<file path="src/rtl/simplecpu_loader_pkg.sv">
// Shared definitions for the simplecpu program loader: bus width defaults
// and the loader FSM state encoding.
package simplecpu_loader_pkg;

    localparam int ADDR_W_DEF = 4;
    localparam int DATA_W_DEF = 8;
    localparam int HOLD_W     = 4;

    typedef enum logic [1:0] {
        ST_IDLE  = 2'd0,
        ST_RECV  = 2'd1,
        ST_WRITE = 2'd2,
        ST_HOLD  = 2'd3
    } state_t;

endpackage

</file>
<file path="src/rtl/simplecpu_loader_if.sv">
// Byte stream in (valid/ready) and CPU RAM load port out, bundled together.
// Stream: a byte transfers on a rising clock edge where in_valid and in_ready are both high.
interface simplecpu_loader_if #(
    parameter int ADDR_W = 4,
    parameter int DATA_W = 8
);
    logic              in_valid;
    logic [DATA_W-1:0] in_data;
    logic              in_ready;
    logic              load_ram;
    logic [ADDR_W-1:0] load_addr;
    logic [DATA_W-1:0] load_data;

    // Source / CPU side
    modport master (
        output in_valid, in_data,
        input  in_ready, load_ram, load_addr, load_data
    );

    // Loader side
    modport slave (
        input  in_valid, in_data,
        output in_ready, load_ram, load_addr, load_data
    );
endinterface

</file>
<file path="src/rtl/simplecpu_loader.sv">
// Program-load initiator: writes a 16-byte image into simplecpu RAM and holds
// the CPU in reset until a complete image has landed. All outputs registered.
module simplecpu_loader
    import simplecpu_loader_pkg::*;
#(
    parameter int ADDR_W      = ADDR_W_DEF,
    parameter int DATA_W      = DATA_W_DEF,
    parameter int HOLD_CYCLES = 2
) (
    input  logic                 wb_clk_i,
    input  logic                 wb_rst_ni,
    input  logic                 start,
    simplecpu_loader_if.slave    bus,
    output logic                 cpu_reset,
    output logic                 busy,
    output logic                 done,
    output state_t               dbg_state
);

    localparam logic [ADDR_W-1:0] LAST_ADDR = '1;
    localparam logic [HOLD_W-1:0] HOLD_INIT = HOLD_W'(HOLD_CYCLES);

    state_t              state_q, state_n;
    logic [ADDR_W-1:0]   addr_q, addr_n;
    logic [HOLD_W-1:0]   cnt_q, cnt_n;
    logic                loaded_q, loaded_n;
    logic                in_ready_q, in_ready_n;
    logic                load_ram_q, load_ram_n;
    logic [ADDR_W-1:0]   load_addr_q, load_addr_n;
    logic [DATA_W-1:0]   load_data_q, load_data_n;
    logic                cpu_reset_q, cpu_reset_n;
    logic                busy_q, busy_n;
    logic                done_q, done_n;

    always_ff @(posedge wb_clk_i or negedge wb_rst_ni) begin
        if (!wb_rst_ni) begin
            state_q     <= ST_IDLE;
            addr_q      <= '0;
            cnt_q       <= '0;
            loaded_q    <= 1'b0;
            in_ready_q  <= 1'b0;
            load_ram_q  <= 1'b0;
            load_addr_q <= '0;
            load_data_q <= '0;
            cpu_reset_q <= 1'b1;
            busy_q      <= 1'b0;
            done_q      <= 1'b0;
        end else begin
            state_q     <= state_n;
            addr_q      <= addr_n;
            cnt_q       <= cnt_n;
            loaded_q    <= loaded_n;
            in_ready_q  <= in_ready_n;
            load_ram_q  <= load_ram_n;
            load_addr_q <= load_addr_n;
            load_data_q <= load_data_n;
            cpu_reset_q <= cpu_reset_n;
            busy_q      <= busy_n;
            done_q      <= done_n;
        end
    end

    always_comb begin
        state_n     = state_q;
        addr_n      = addr_q;
        cnt_n       = cnt_q;
        loaded_n    = loaded_q;
        load_addr_n = load_addr_q;
        load_data_n = load_data_q;
        done_n      = 1'b0;

        case (state_q)
            ST_IDLE: begin
                if (start) begin
                    state_n = ST_RECV;
                    addr_n  = '0;
                end
            end
            ST_RECV: begin
                // in_ready is registered high for the whole RECV stay
                if (bus.in_valid && in_ready_q) begin
                    state_n     = ST_WRITE;
                    load_addr_n = addr_q;
                    load_data_n = bus.in_data;
                end
            end
            ST_WRITE: begin
                if (addr_q == LAST_ADDR) begin
                    state_n = ST_HOLD;
                    cnt_n   = HOLD_INIT;
                end else begin
                    state_n = ST_RECV;
                    addr_n  = addr_q + 1'b1;
                end
            end
            ST_HOLD: begin
                if (cnt_q <= HOLD_W'(1)) begin
                    state_n  = ST_IDLE;
                    loaded_n = 1'b1;
                    done_n   = 1'b1;
                end else begin
                    cnt_n = cnt_q - 1'b1;
                end
            end
            default: state_n = ST_IDLE;
        endcase

        // Outputs are registered copies of what the next state implies
        in_ready_n  = (state_n == ST_RECV);
        load_ram_n  = (state_n == ST_WRITE);
        busy_n      = (state_n != ST_IDLE);
        cpu_reset_n = (state_n != ST_IDLE) || !loaded_n;
    end

    assign bus.in_ready  = in_ready_q;
    assign bus.load_ram  = load_ram_q;
    assign bus.load_addr = load_addr_q;
    assign bus.load_data = load_data_q;
    assign cpu_reset     = cpu_reset_q;
    assign busy          = busy_q;
    assign done          = done_q;
    assign dbg_state     = state_q;

endmodule
</file>
<file path="src/flat_wrapper.sv">
// flat-port wrapper written by rule: the top's interface ports become plain ports
module simplecpu_loader_flat import simplecpu_loader_pkg::*;
#(
    parameter int ADDR_W      = ADDR_W_DEF,
    parameter int DATA_W      = DATA_W_DEF,
    parameter int HOLD_CYCLES = 2
)
  (wb_clk_i, wb_rst_ni, start, cpu_reset, busy, done, dbg_state, bus_in_valid, bus_in_data, bus_in_ready, bus_load_ram, bus_load_addr, bus_load_data);
  simplecpu_loader_if #(.ADDR_W(ADDR_W), .DATA_W(DATA_W)) bus_i ();
  input  logic wb_clk_i;
  input  logic wb_rst_ni;
  input  logic start;
  output logic cpu_reset;
  output logic busy;
  output logic done;
  output state_t dbg_state;
  input wire logic [$bits(bus_i.in_valid)-1:0] bus_in_valid;
  input wire logic [$bits(bus_i.in_data)-1:0] bus_in_data;
  output wire logic [$bits(bus_i.in_ready)-1:0] bus_in_ready;
  output wire logic [$bits(bus_i.load_ram)-1:0] bus_load_ram;
  output wire logic [$bits(bus_i.load_addr)-1:0] bus_load_addr;
  output wire logic [$bits(bus_i.load_data)-1:0] bus_load_data;
  assign bus_i.in_valid = bus_in_valid;
  assign bus_i.in_data = bus_in_data;
  assign bus_in_ready = bus_i.in_ready;
  assign bus_load_ram = bus_i.load_ram;
  assign bus_load_addr = bus_i.load_addr;
  assign bus_load_data = bus_i.load_data;
  simplecpu_loader #(.ADDR_W(ADDR_W), .DATA_W(DATA_W), .HOLD_CYCLES(HOLD_CYCLES)) u_core (.wb_clk_i(wb_clk_i), .wb_rst_ni(wb_rst_ni), .start(start), .bus(bus_i), .cpu_reset(cpu_reset), .busy(busy), .done(done), .dbg_state(dbg_state));
endmodule
</file>
<file path="config.mk">
export PLATFORM = sky130hd
export DESIGN_NAME = simplecpu_loader_flat
export DESIGN_NICKNAME = d
export VERILOG_FILES = /design/src/rtl/simplecpu_loader_pkg.sv /design/src/rtl/simplecpu_loader_if.sv /design/src/rtl/simplecpu_loader.sv /design/src/flat_wrapper.sv
export SDC_FILE = /design/constraint.sdc
export NUM_CORES = 1
export LEC_CHECK = 0
export ABC_AREA = 1
export CELL_PAD_IN_SITES_DETAIL_PLACEMENT = 1
export CELL_PAD_IN_SITES_GLOBAL_PLACEMENT = 1
export CORE_MARGIN = 2
export CORE_UTILIZATION = 37
export CTS_BUF_LIST = sky130_fd_sc_hd__clkbuf_16
export DETAILED_ROUTE_END_ITERATION = 16
export PLACE_DENSITY_LB_ADDON = 0.1
export SLEW_MARGIN = 40
export SYNTH_ARGS = -nofsm -noshare
export SYNTH_HDL_FRONTEND = slang
export SYNTH_SLANG_ARGS = --single-unit
</file>
<file path="constraint.sdc">
create_clock -name wb_clk_i -period 4 [get_ports wb_clk_i]
set_clock_uncertainty 0.05 [all_clocks]
set_input_delay 0.8 -clock wb_clk_i [delete_from_list [all_inputs] [get_ports wb_clk_i]]
set_output_delay 0.8 -clock wb_clk_i [all_outputs]
set_load 0.02 [all_outputs]
</file>
==> results of run 1 <==
==> final cells by class <==
type	instances	area, um2
Clock inverter	1	3.75
Timing Repair Buffer	31	308
Fill cell	382	1450
Clock buffer	3	75.1
Inverter	17	63.8
Sequential cell	28	702
Tap cell	44	55.1
Multi-Input combinational cell	92	425
==> cell families (layout without fill, tap and decap cells) <==
kind of cell,count (synthesis),in the layout,share of synthesized area
adders and majority gates,3,3,0.0310
xor gates and xnor gates,1,1,0.00724
buffers and inverters,19,52,0.0683
DFF,28,28,0.580
and+or+nand+nor,80,80,0.273
AOI/OAI and AO/OA,8,8,0.0403
==> routing by layer <==
metal | vias up | wire length, um | track usage
met4 | 0 | 65 | 0.0932
met2 | 25 | 1310 | 0.290
met5 | - | 0 | 0
li1 | 491 | - | -
met1 | 473 | 1290 | 0.224
met3 | 5 | 125 | 0.0231
==> through the flow <==
stage | worst slack [ns] | hold slack, ns | power, uW
after floorplan | 2.47 | 0.380 | 658
after global placement | 1.69 | 0.399 | 850
after detailed placement | 1.56 | 0.413 | 863
after CTS | 1.76 | 0.430 | 1100
after global routing | 1.70 | 0.447 | 1150
final | 1.77 | 0.422 | 1080
==> flip-flops by register name, indices dropped and copies added (netlist names) <==
register / count
u_core.addr_q: 4
u_core.bus.in_ready: 1
u_core.bus.load_addr: 4
u_core.bus.load_data: 8
u_core.bus.load_ram: 1
u_core.busy: 1
u_core.cnt_q: 4
u_core.cpu_reset: 1
u_core.dbg_state: 2
u_core.done: 1
u_core.loaded_q: 1
==> placed cells by master (no fill, tap or decap) <==
master,n
clkdlybuf4s50_1,30
a21boi_2,1
o21a_1,1
a21oi_1,1
nand2_1,56
xor2_1,1
nor2_1,10
buf_4,1
nand2_2,1
dfstp_2,1
nand3_1,12
clkbuf_16,3
o21ai_0,5
dfrtp_1,27
inv_1,17
inv_2,1
ha_1,3
nor3_4,1
==> worst min path at each step <==
stage,endpoint,slack (ns),cells past startpoint,start
finish,u_core.bus.load_data[5],0.42,2,u_core.bus.load_data[5]
global route,u_core.bus.load_data[6],0.45,2,u_core.bus.load_data[6]
floorplan,u_core.loaded_q,0.38,2,u_core.loaded_q
global placement,u_core.loaded_q,0.40,2,u_core.loaded_q
detailed placement,u_core.bus.load_data[5],0.41,2,u_core.bus.load_data[5]
CTS,u_core.bus.load_data[5],0.43,2,u_core.bus.load_data[5]
==> power by group <==
group          internal (uW)  switching (uW)
combinational            185             242
clock                    134            93.8
sequential               372            54.5
total                    691             390
==> results.md, run 1 <==
- The transition time at the pin with the least slew margin is about 0.5 ns.
- The number of failing hold endpoints at the final stage is 0.
- For this run, the leading register cell type out of synthesis is dfrtp_1.
- The achievable clock frequency is 448 MHz.
- The run finished with clean final reports.
- The number of gates on the worst path with buffers counted is 1.
- The Yosys step of the flow raised 0 warnings.
- The logic depth of the worst register-to-register path is 5.
- The max-slew violation count is 0.
- The worst setup path is captured at an output pin.
- The destination of the critical timing path is cpu_reset.
- The max-slew headroom at the worst pin is 0.665.
- The global router's overall resource usage is 0.176.
- Of the post-synthesis cell area, the dominant cell type holds 0.558.
- The most critical setup path has its startpoint at u_core.cpu_reset.
- The number of buffers added for setup after CTS is 0.
- The total clock buffers created by CTS is 3.
- Counting every sink on the clock net gives 28.
- The total wire length is ~2800 um.
- Yosys attributes the largest share of cell area to dfrtp_1 (56%), nand2_1 (17%), nand3_1 (5.0%), inv_1 (5.0%), ha_1 (3.1%).
- In this run the deepest clock path goes through 2 buffers.
- The first global-routing pass estimated 4750 um of wire.
- The synthesized area per cell is between 8 and 9 um2.
- The number of standard cells after synthesis is between 100 and 150.
- The floorplan step defined a core boundary enclosing 0.00308 mm2.
- The dominant delay contributor by cell family on the critical path is buffers and inverters.
- The largest driver fanout on the critical path is 1.
- The diode insertion count for antenna repair is 0.
- In the final routed layout, each cell accounts on average for approximately 13 um.
- On the critical path, the stage with the largest delay is an instance of clkdlybuf4s50_1.
- The clock tree from TritonCTS is done.
- Of the cells placed in the final design, the portion with a size suffix greater than 1 is 0.0523.
- The floorplan step set the die width to between 60 and 70 um.
- The critical path goes through clkdlybuf4s50_1.
- The root buffer cell is clkbuf_16.
- Entering global routing, the biggest net connects 29 pins.
- In the finished design, the share of the clock period the worst path needs comes to 0.557.
- In this run the critical register-to-register path is launched from u_core.dbg_state[0].
- For this run the aggregate overflow at the end of global routing stands at 0.
- The total of max-cap violations is 0.
- The net count reported at finish is 188.
- The cell area that synthesis handed to floorplanning was approximately 0.0012 mm2.
- The worst-case IR drop observed on VDD is 0.000296 V.
- In this run, post-CTS repair resized a total of 0 instances.
- The library cell occupying the most area in the post-synthesis netlist is dfrtp_1.
- Clock latency on the worst-skew pair, taken at its later pin, is roughly 0.26 ns.
- The CTS clock-pin slew for the worst setup and hold paths is 0.06 ns.
- The most frequent cell after synthesis is nand2_1.
- The first routing iteration left between 50 and 60 violations.
- The top-level I/O count is 31.
- The initial antenna violation count is 0.
- In this run the power density over the cells is 662 mW/mm2.
- The worst path needs 2.23 ns of the cycle, external delays included.
- The share of the Yosys chip area taken by registers is 0.580.
- The buffers plus inverters on the worst setup path is 1.
- The initial utilization of the core area, before any placement, comes to 0.393.
- The worst register-to-register path ends at u_core.bus.in_ready.
- Data arrives at the worst endpoint at 1.38 ns.
- The post-synthesis to final-layout area growth is 35.0%.
- The worst register-to-register path has a setup slack of between 2 and 2.5 ns.
- Summing all placed instances gives a cell area of between 0.0015 and 0.002 mm2.
- The via count of the first global-routing pass was between 1000 and 1500.
- Once layout is complete, the utilization of the core stands at 0.530.
- The finished cells cover 0.00163 mm2.
- The per-cell via count in the routed design is about 4.6.
- The endpoint required time on the critical path is around 3.2 ns.
- The height of the die is a little over 60 um.
- The number of distinct library cell variants in the gate-level netlist after synthesis is 17.
- The worst setup path is launched from a flip-flop.
- The post-route non-filler standard cell count is ~220.
- The number of cells after detailed placement is 212.
- The number of H-tree levels is 1.
- Synthesis inferred 28 register bits.
- The aggregate negative setup slack is 0 ns.
- In this run, synthesis inferred 0 flip-flops with an integrated enable.
- Counting every net in the synthesized netlist gives roughly 150.
- The number of standard-cell rows in the floorplan is 20.
- The detailed-route via count is ~1000.
- The overall die area is around 0.0037 mm2.
- The critical path in this run is classified as reg -> out.
- Setup repair after global routing left no endpoint under its margin.
- Of all flip-flops after synthesis, the portion carrying an async set or reset was 1.00.
- In the synthesized netlist, the cells that appear most often are nand2_1 (56), dfrtp_1 (27), inv_1 (16).
- In this run the remaining antenna-violating nets after routing total 0.
- Hold repair after CTS inserted 0 buffers.
- Routability-driven placement finished with a final weighted congestion of ~0.8.
- The class of the worst hold path is reg -> reg.
- Setup violations remaining at the end of the flow were counted as 0.
- The number of port buffers is 30.
- The half-perimeter wire length after placement is roughly 2100 um.
- The detailed-router iteration count before antenna repair is 4.
- The remaining design rule violation count is 0.
- The highest cell delay on the worst timing path is 0.59 ns.
- The reported leakage power is between 0.0008 and 0.0009 uW.
(Power assumes the default switching activity.)
==> run 2, diff against run 1 <==
--- a/config.mk
+++ b/config.mk
@@ -9,7 +9,7 @@
 export CELL_PAD_IN_SITES_DETAIL_PLACEMENT = 1
 export CELL_PAD_IN_SITES_GLOBAL_PLACEMENT = 1
 export CORE_MARGIN = 2
-export CORE_UTILIZATION = 37
+export CORE_UTILIZATION = 31
 export CTS_BUF_LIST = sky130_fd_sc_hd__clkbuf_16
 export DETAILED_ROUTE_END_ITERATION = 16
 export PLACE_DENSITY_LB_ADDON = 0.1
==> constraint.sdc (replaced) <==
create_clock -name wb_clk_i -period 1.82 [get_ports wb_clk_i]
set_clock_uncertainty 0.05 [all_clocks]
set_input_delay 0.364 -clock wb_clk_i [delete_from_list [all_inputs] [get_ports wb_clk_i]]
set_output_delay 0.364 -clock wb_clk_i [all_outputs]
set_load 0.02 [all_outputs]
==> run 2 against run 1 <==
Against the previous run:
- non-clock buffer count rose by 1
- combinational power increased by 120%
- largest cell class unchanged
- core utilization down 8.8 points
- cell area grew 0.77%
- via count rose by 1.2%
- critical path depth stayed put
- flip-flop and latch count stayed put
==> results.md, run 2 (synthesized netlist as in run 1, its figures left out) <==
- The flow ran to the end, and the final reports show no timing, DRC or antenna violations.
- TritonCTS built the clock tree.
- The number of standard-cell rows in the floorplan is 22 (+10%).
- The flip-flop count of the largest register, all copies and words added is 8 (unchanged).
- The final RePlAce weighted congestion came to 0.788 (-3.5%).
- The half-perimeter wire length after placement came to 2020 um (-2.8%).
- The count of instances resized after the clock tree is built is 0 (unchanged).
- The total of max-cap violations is 0 (unchanged).
- The power per unit of standard cell area was 1440 mW/mm2 (+120%).
- The class of the worst hold path is reg -> reg.
- The switching part of the total power came to 0.355 (-0.00567).
- The worst hold slack is 0.418 ns (-0.00373 ns).
- The net switching power figure is 840 uW (+120%).
- The top-level I/O count is 31 (unchanged).
- The per-cell via count in the routed design is 4.55 (-1.1%).
- The standard cell core area is 0.00372 mm2 (+21%).
- In the layout the commonest cells are nand2_1 (56), clkdlybuf4s50_1 (30), dfrtp_1 (27).
- The routed wirelength normalized by instance count is 11.9 um (-7.6%).
- The overall die area is 0.00442 mm2 (+18%).
- The CTS clock-pin slew for the worst setup and hold paths is 0.07 ns (about the same).
- The net count reported at finish is 189 (+0.53%).
- The endpoint required time on the critical path came to 1.41 ns (-1.74 ns).
- The detailed-route via count came to 1006 (+1.2%).
- The max-slew violation count is 0 (unchanged).
- The internal power is 1530 uW (+120%).
- The largest driver fanout on the critical path is 1 (unchanged).
- Relative to the synthesized area, the layout overhead comes to 36.0%.
- The violation count after the first detailed-route iteration came to 31 (-40%).
- The TritonCTS sink count came to 28 (unchanged).
- The signal on the critical path passes through clkdlybuf4s50_1.
- The share of final-layout standard cells stronger than drive strength 1 is 0.0578 (+0.00548).
- The part of the total power dissipated in combinational logic was 0.398 (+0.003).
- The detailed-router iteration count before antenna repair is 4 (unchanged).
- The via count of the first global-routing pass is 1017 (-2.6%).
- The register share of total power is 0.395 (about the same).
- The final design area excluding fillers was 0.00165 mm2 (+0.77%).
- The maximum number of pins on one net before global-route repair is 29 (unchanged).
- The post-route clock period utilization is 0.980.
- The number of buffers on the longest clock path is 2 (unchanged).
- The count of endpoints failing setup in the final report came to 0 (unchanged).
- The worst setup path is launched from a flip-flop.
- The highest cell delay on the worst timing path is 0.59 ns (about the same).
- The instance area after placement is 0.00157 mm2 (+0.81%).
- The worst setup path is of the reg -> out kind.
- The largest individual stage delay along the critical path comes from the cell clkdlybuf4s50_1.
- The kind of cell with the highest combined delay along the critical path is buffers and inverters.
- The number of failing hold endpoints at the final stage is 0 (unchanged).
- The number of H-tree levels was 1 (unchanged).
- The hold buffer count at CTS was 0 (unchanged).
- The total wire length came to 2640 um (-5.4%).
- STA classifies the critical path endpoint as an output pin.
- The total clock buffers created by CTS came to 3 (unchanged).
- The global-route wire length before repair is 4620 um (-2.9%).
- The buffers plus inverters on the worst setup path is 1 (unchanged).
- The number of buffers added for setup after CTS came to 0 (unchanged).
- The diode insertion count for antenna repair was 0 (unchanged).
- The residual overflow from global routing is 0 (unchanged).
- The initial cell density of the core is 0.326 (-0.0675).
- The part of the power in the clock network is 0.207 (-0.004).
- The height of the die came to 66.5 um (+8.6%).
- Setup repair after global routing left no endpoint under its margin.
- The die outline width is 66.5 um (+8.6%).
- The clock insertion delay at the later pin of the skew report is 0.26 ns (about the same).
- The initial antenna violation count is 0 (unchanged).
- The number of port buffers is 30 (unchanged).
- The aggregate negative setup slack was 0 ns (unchanged).
- The tree is rooted in a clkbuf_16.
- The final design utilization was 0.443 (-0.0877).
- The transition time at the pin with the least slew margin is 0.363 ns (-0.138 ns).
- The remaining design rule violation count is 0 (unchanged).
- The worst ir drop on vdd is 0.000580 V (+96%).
- The routed design could run at a clock period as short as roughly 1.8 ns.
- The signal arrival time at the worst endpoint is 1.37 ns (about the same).
- The global router's overall resource usage is 0.136 (-0.0398).
- The max-slew headroom at the worst pin was 0.758 (+0.0928).
- The library cell used most frequently in the layout, excluding fill and tap cells, is nand2_1.
- The achievable clock frequency is about 560 MHz.
- The reported leakage power was 0.000856 uW (+0.62%).
- The number of nets with antenna violations after routing is 0 (unchanged).
==> run 2: changes by cell type in the layout (fill, tap and decap cells not counted), sizes merged <==
cell / previous run / this run
buf: 1 / 2
==> run 2: power by group through the flow <==
stage	clock, uW	combinational [uW]	sequential [uW]
global route	529	1040	957
detailed placement	0	953	941
floorplan	0	318	1130
CTS	505	957	936
finish	489	942	933
global placement	0	936	940
==> run 2: per-stage QoR <==
stage | cells | worst slack [ns] | total power [uW]
3_5_place_dp | 217 | 0.221 | 1890
6_report | 221 | 0.0368 | 2360
4_1_cts | 221 | 0.0269 | 2400
2_1_floorplan | 139 | 0.471 | 1450
5_1_grt | 221 | 0.000457 | 2520
3_3_place_gp | 217 | 0.268 | 1880
==> run 2: routing by layer <==
metal | GRT usage | wire, um
met1 | 0.181 | 1290
met2 | 0.230 | 1200
met3 | 0.0186 | 134
met4 | 0.0383 | 13
met5 | 0 | 0
==> run 2: layout make-up <==
class	instances	area, um2
fill	447	2070
clock inverter	1	3.75
tap	48	60.1
inverter	17	63.8
multi-input combinational	92	425
sequential	28	702
timing repair buffer	32	315
clock buffer	3	75.1
==> run 2: path summary, 6_finish.rpt <==
path                                    startpoint                       to  slack, ns  cells after the start
setup / recovery                  u_core.cpu_reset                cpu_reset       0.04                      1
hold / removal             u_core.bus.load_data[2]  u_core.bus.load_data[2]       0.42                      2
setup reg to reg                   u_core.cnt_q[0]              u_core.busy       0.25                      9
hold reg to reg            u_core.bus.load_data[2]  u_core.bus.load_data[2]       0.42                      2
max in group asynchronous                wb_rst_ni         u_core.cpu_reset       0.97                      2
min in group asynchronous                wb_rst_ni  u_core.bus.load_data[2]       0.44                      2
==> run 3, diff against run 2 <==
--- a/config.mk
+++ b/config.mk
@@ -9,9 +9,11 @@
 export CELL_PAD_IN_SITES_DETAIL_PLACEMENT = 1
 export CELL_PAD_IN_SITES_GLOBAL_PLACEMENT = 1
 export CORE_MARGIN = 2
-export CORE_UTILIZATION = 31
+export CORE_UTILIZATION = 35
 export CTS_BUF_LIST = sky130_fd_sc_hd__clkbuf_16
+export CTS_CLUSTER_SIZE = 30
 export DETAILED_ROUTE_END_ITERATION = 16
+export GPL_ROUTABILITY_DRIVEN = 0
 export PLACE_DENSITY_LB_ADDON = 0.1
 export SLEW_MARGIN = 40
 export SYNTH_ARGS = -nofsm -noshare
==> constraint.sdc (replaced) <==
create_clock -name wb_clk_i -period 1.65 [get_ports wb_clk_i]
set_clock_uncertainty 0.05 [all_clocks]
set_input_delay 0.33 -clock wb_clk_i [delete_from_list [all_inputs] [get_ports wb_clk_i]]
set_output_delay 0.33 -clock wb_clk_i [all_outputs]
set_load 0.02 [all_outputs]
==> run 3 against run 2 <==
Against the previous run:
- flip-flop and latch count did not move
- combinational power rose by 9%
- hold slack got worse by 0.020 ns
- clock-buffer cell count did not move
- register-to-register slack got worse by 0.06 ns
- cell area rose by 0.38%
- first-iteration DRC count rose by 6.5%
- sequential share of layout area fell by 0.16 points
- global-route usage rose by 2.0 points
- final cell count fell by 0.45%
- core utilization rose by 5.2 points
- setup slack improved by 0.015 ns
- critical endpoint is now bus_load_data[1]
==> results.md, run 3 (synthesized netlist as in run 1, its figures left out) <==
- The number of standard-cell rows in the floorplan is 21 (-4.5%).
- The clock insertion delay at the later pin of the skew report is 0.26 ns (about the same).
- The max-slew violation count is 0 (unchanged).
- The overall die area was 0.00394 mm2 (-11%).
- The clock tree from TritonCTS is done.
- The number of nets with antenna violations after routing is 0 (unchanged).
- The count of endpoints failing setup in the final report is 0 (unchanged).
- The flip-flop count of the largest register, all copies and words added was 8 (unchanged).
- The global router's overall resource usage came to 0.156 (+0.0204).
- The max-slew headroom at the worst pin is 0.766 (+0.00791).
- In the finished design, the share of the clock period the worst path needs comes to 0.968.
- The largest driver fanout on the critical path is 2 (+1).
- The slowest stage of the critical path is the clkdlybuf4s50_1 cell.
- The half-perimeter wire length after placement is 2130 um (+5.4%).
- The net count reported at finish is 190 (+0.53%).
- The CTS clock-pin slew for the worst setup and hold paths is 0.06 ns (about the same).
- Traced cell by cell, the critical path runs through clkdlybuf4s50_1.
- The global-route met2 utilization was 0.265 (+0.0348).
- The maximum number of pins on one net before global-route repair was 29 (unchanged).
- The aggregate negative setup slack came to 0 ns (unchanged).
- The die outline width is 62.8 um (-5.5%).
- The dominant delay contributor by cell family on the critical path is buffers and inverters.
- The violation count after the first detailed-route iteration is 33 (+6.5%).
- The achievable clock frequency is 626 MHz.
- The net switching power figure is 937 uW (+12%).
- The category of the worst setup path launch point is a flip-flop.
- The worst ir drop on vdd came to 0.000629 V (+8.6%).
- The share of final-layout standard cells stronger than drive strength 1 was 0.0690 (+0.0112).
- The buffers plus inverters on the worst setup path came to 1 (unchanged).
- The per-cell via count in the routed design was 4.60 (+1.2%).
- CTS placed an instance of clkbuf_16 at the clock tree root.
- The transition time at the pin with the least slew margin is 0.351 ns (-0.0119 ns).
- The met1 layer usage reported by global route came to 0.200 (+0.0186).
- The time the worst path needs with I/O delays and setup is 1.60 ns.
- The register share of total power is 0.396 (about the same).
- The diode insertion count for antenna repair was 0 (unchanged).
- The switching part of the total power is 0.361 (+0.00617).
- The signal arrival time at the worst endpoint is 1.22 ns (-0.15 ns).
- The internal power was 1660 uW (+8.6%).
- The flow ran to the end, and the final reports show no timing, DRC or antenna violations.
- The detailed-route via count is 1013 (+0.70%).
- The path class of the tightest hold or removal check is in -> async.
- The height of the die is 62.8 um (-5.5%).
- The detailed-router iteration count before antenna repair is 4 (unchanged).
- The remaining design rule violation count is 0 (unchanged).
- The initial cell density of the core is 0.363 (+0.0370).
- The top-level I/O count was 31 (unchanged).
- The number of buffers on the longest clock path is 2 (unchanged).
- The number of buffers added for setup after CTS came to 0 (unchanged).
- The part of the power in the clock network was 0.206 (about the same).
- The residual overflow from global routing is 0 (unchanged).
- The category of the worst setup path capture point is an output pin.
- The standard cell core area was 0.00334 mm2 (-10%).
- met2 is the most crowded layer.
- The library cells used most frequently in the layout, excluding fill and tap cells, are nand2_1 (56), dfrtp_1 (27), clkdlybuf4s50_1 (25).
- The number of H-tree levels came to 1 (unchanged).
- The post-synthesis to final-layout area growth is 36.5%.
- The part of the total power dissipated in combinational logic came to 0.398 (about the same).
- The total wire length came to 2820 um (+6.8%).
- The met3 track utilization from global routing was 0.0270 (+0.00845).
- The global-route wire length before repair is 4870 um (+5.5%).
- The worst setup path is of the reg -> out kind.
- The reported leakage power is 0.000895 uW (+4.5%).
- The TritonCTS sink count came to 28 (unchanged).
- Setup repair after global routing left no endpoint under its margin.
- The number of failing hold endpoints at the final stage was 0 (unchanged).
- The endpoint required time on the critical path is 1.27 ns (-0.14 ns).
- The number of port buffers is 30 (unchanged).
- The total clock buffers created by CTS is 3 (unchanged).
- The worst hold slack is 0.398 ns (-0.0203 ns).
- The routed wirelength normalized by instance count is 12.8 um (+7.3%).
- The total of max-cap violations is 0 (unchanged).
- The highest cell delay on the worst timing path is 0.60 ns (about the same).
- The via count of the first global-routing pass came to 1073 (+5.5%).
- The power per unit of standard cell area is 1570 mW/mm2 (+9.3%).
- Leaving out fill and tap cells, the most frequent cell in the layout is nand2_1.
- The initial antenna violation count is 0 (unchanged).
==> run 3: cell count changes in the layout (fill, tap and decap cells not counted) <==
cell and delta:
buf_4 +1, clkdlybuf4s50_1 -5, clkinv_1 +1, inv_2 +1, dlygate4sd2_1 +3, dlymetal6s2s_1 +2, inv_1 -2
==> run 3: stage by stage <==
step                instances  setup WS (ns)  power (uW)   util  area [um2]
finish                    220         0.0521        2590  0.495        1650
global route              220        0.00730        2770  0.495        1650
CTS                       220        0.00296        2650  0.493        1650
detailed placement        216         0.0977        2110  0.471        1570
global placement          216          0.136        2070  0.471        1570
floorplan                 139          0.301        1600      -        1210
==> run 3: path summary, 6_finish.rpt <==
| path | startpoint | end | slack [ns] | depth (start not counted) |
|---|---|---|---|---|
| worst max-delay path | u_core.bus.load_data[1] | bus_load_data[1] | 0.05 | 1 |
| worst min-delay path | wb_rst_ni | u_core.bus.load_data[3] | 0.40 | 2 |
| worst max register to register | u_core.cnt_q[0] | u_core.busy | 0.19 | 9 |
| worst min register to register | u_core.bus.load_data[5] | u_core.bus.load_data[5] | 0.43 | 2 |
| max in group asynchronous | wb_rst_ni | u_core.cpu_reset | 0.85 | 2 |
| min in group wb_clk_i | u_core.bus.load_data[5] | u_core.bus.load_data[5] | 0.43 | 2 |
==> run 3: per-layer routing <==
metal | up-vias | share of wire | wire, um
met5 | - | 0 | 0
met4 | 0 | 0.0071 | 20
met3 | 2 | 0.049 | 138
met2 | 23 | 0.49 | 1370
met1 | 490 | 0.46 | 1290
li1 | 498 | - | -
==> run 3: timing repair <==
action / CTS / global route
resized for setup: 3 / 3
setup endpoints to repair: 3 / 3
hold buffers: 0 / 0
gates cloned: 0 / 0
pin swaps: 0 / 0
==> run 3: layout make-up <==
cell class                 instances  area [um2]
clock buffer                       3        75.1
clock inverter                     1        3.75
fill                             403        1690
sequential                        28         702
timing repair buffer              33         324
inverter                          17        63.8
multi-input combinational         92         425
tap                               46        57.6
==> run 3: power groups by stage <==
stage | combinational (uW) | sequential, uW | clock, uW
CTS | 1050 | 1030 | 562
detailed placement | 1070 | 1040 | 0
global route | 1130 | 1050 | 584
finish | 1030 | 1030 | 535
floorplan | 351 | 1240 | 0
global placement | 1030 | 1040 | 0
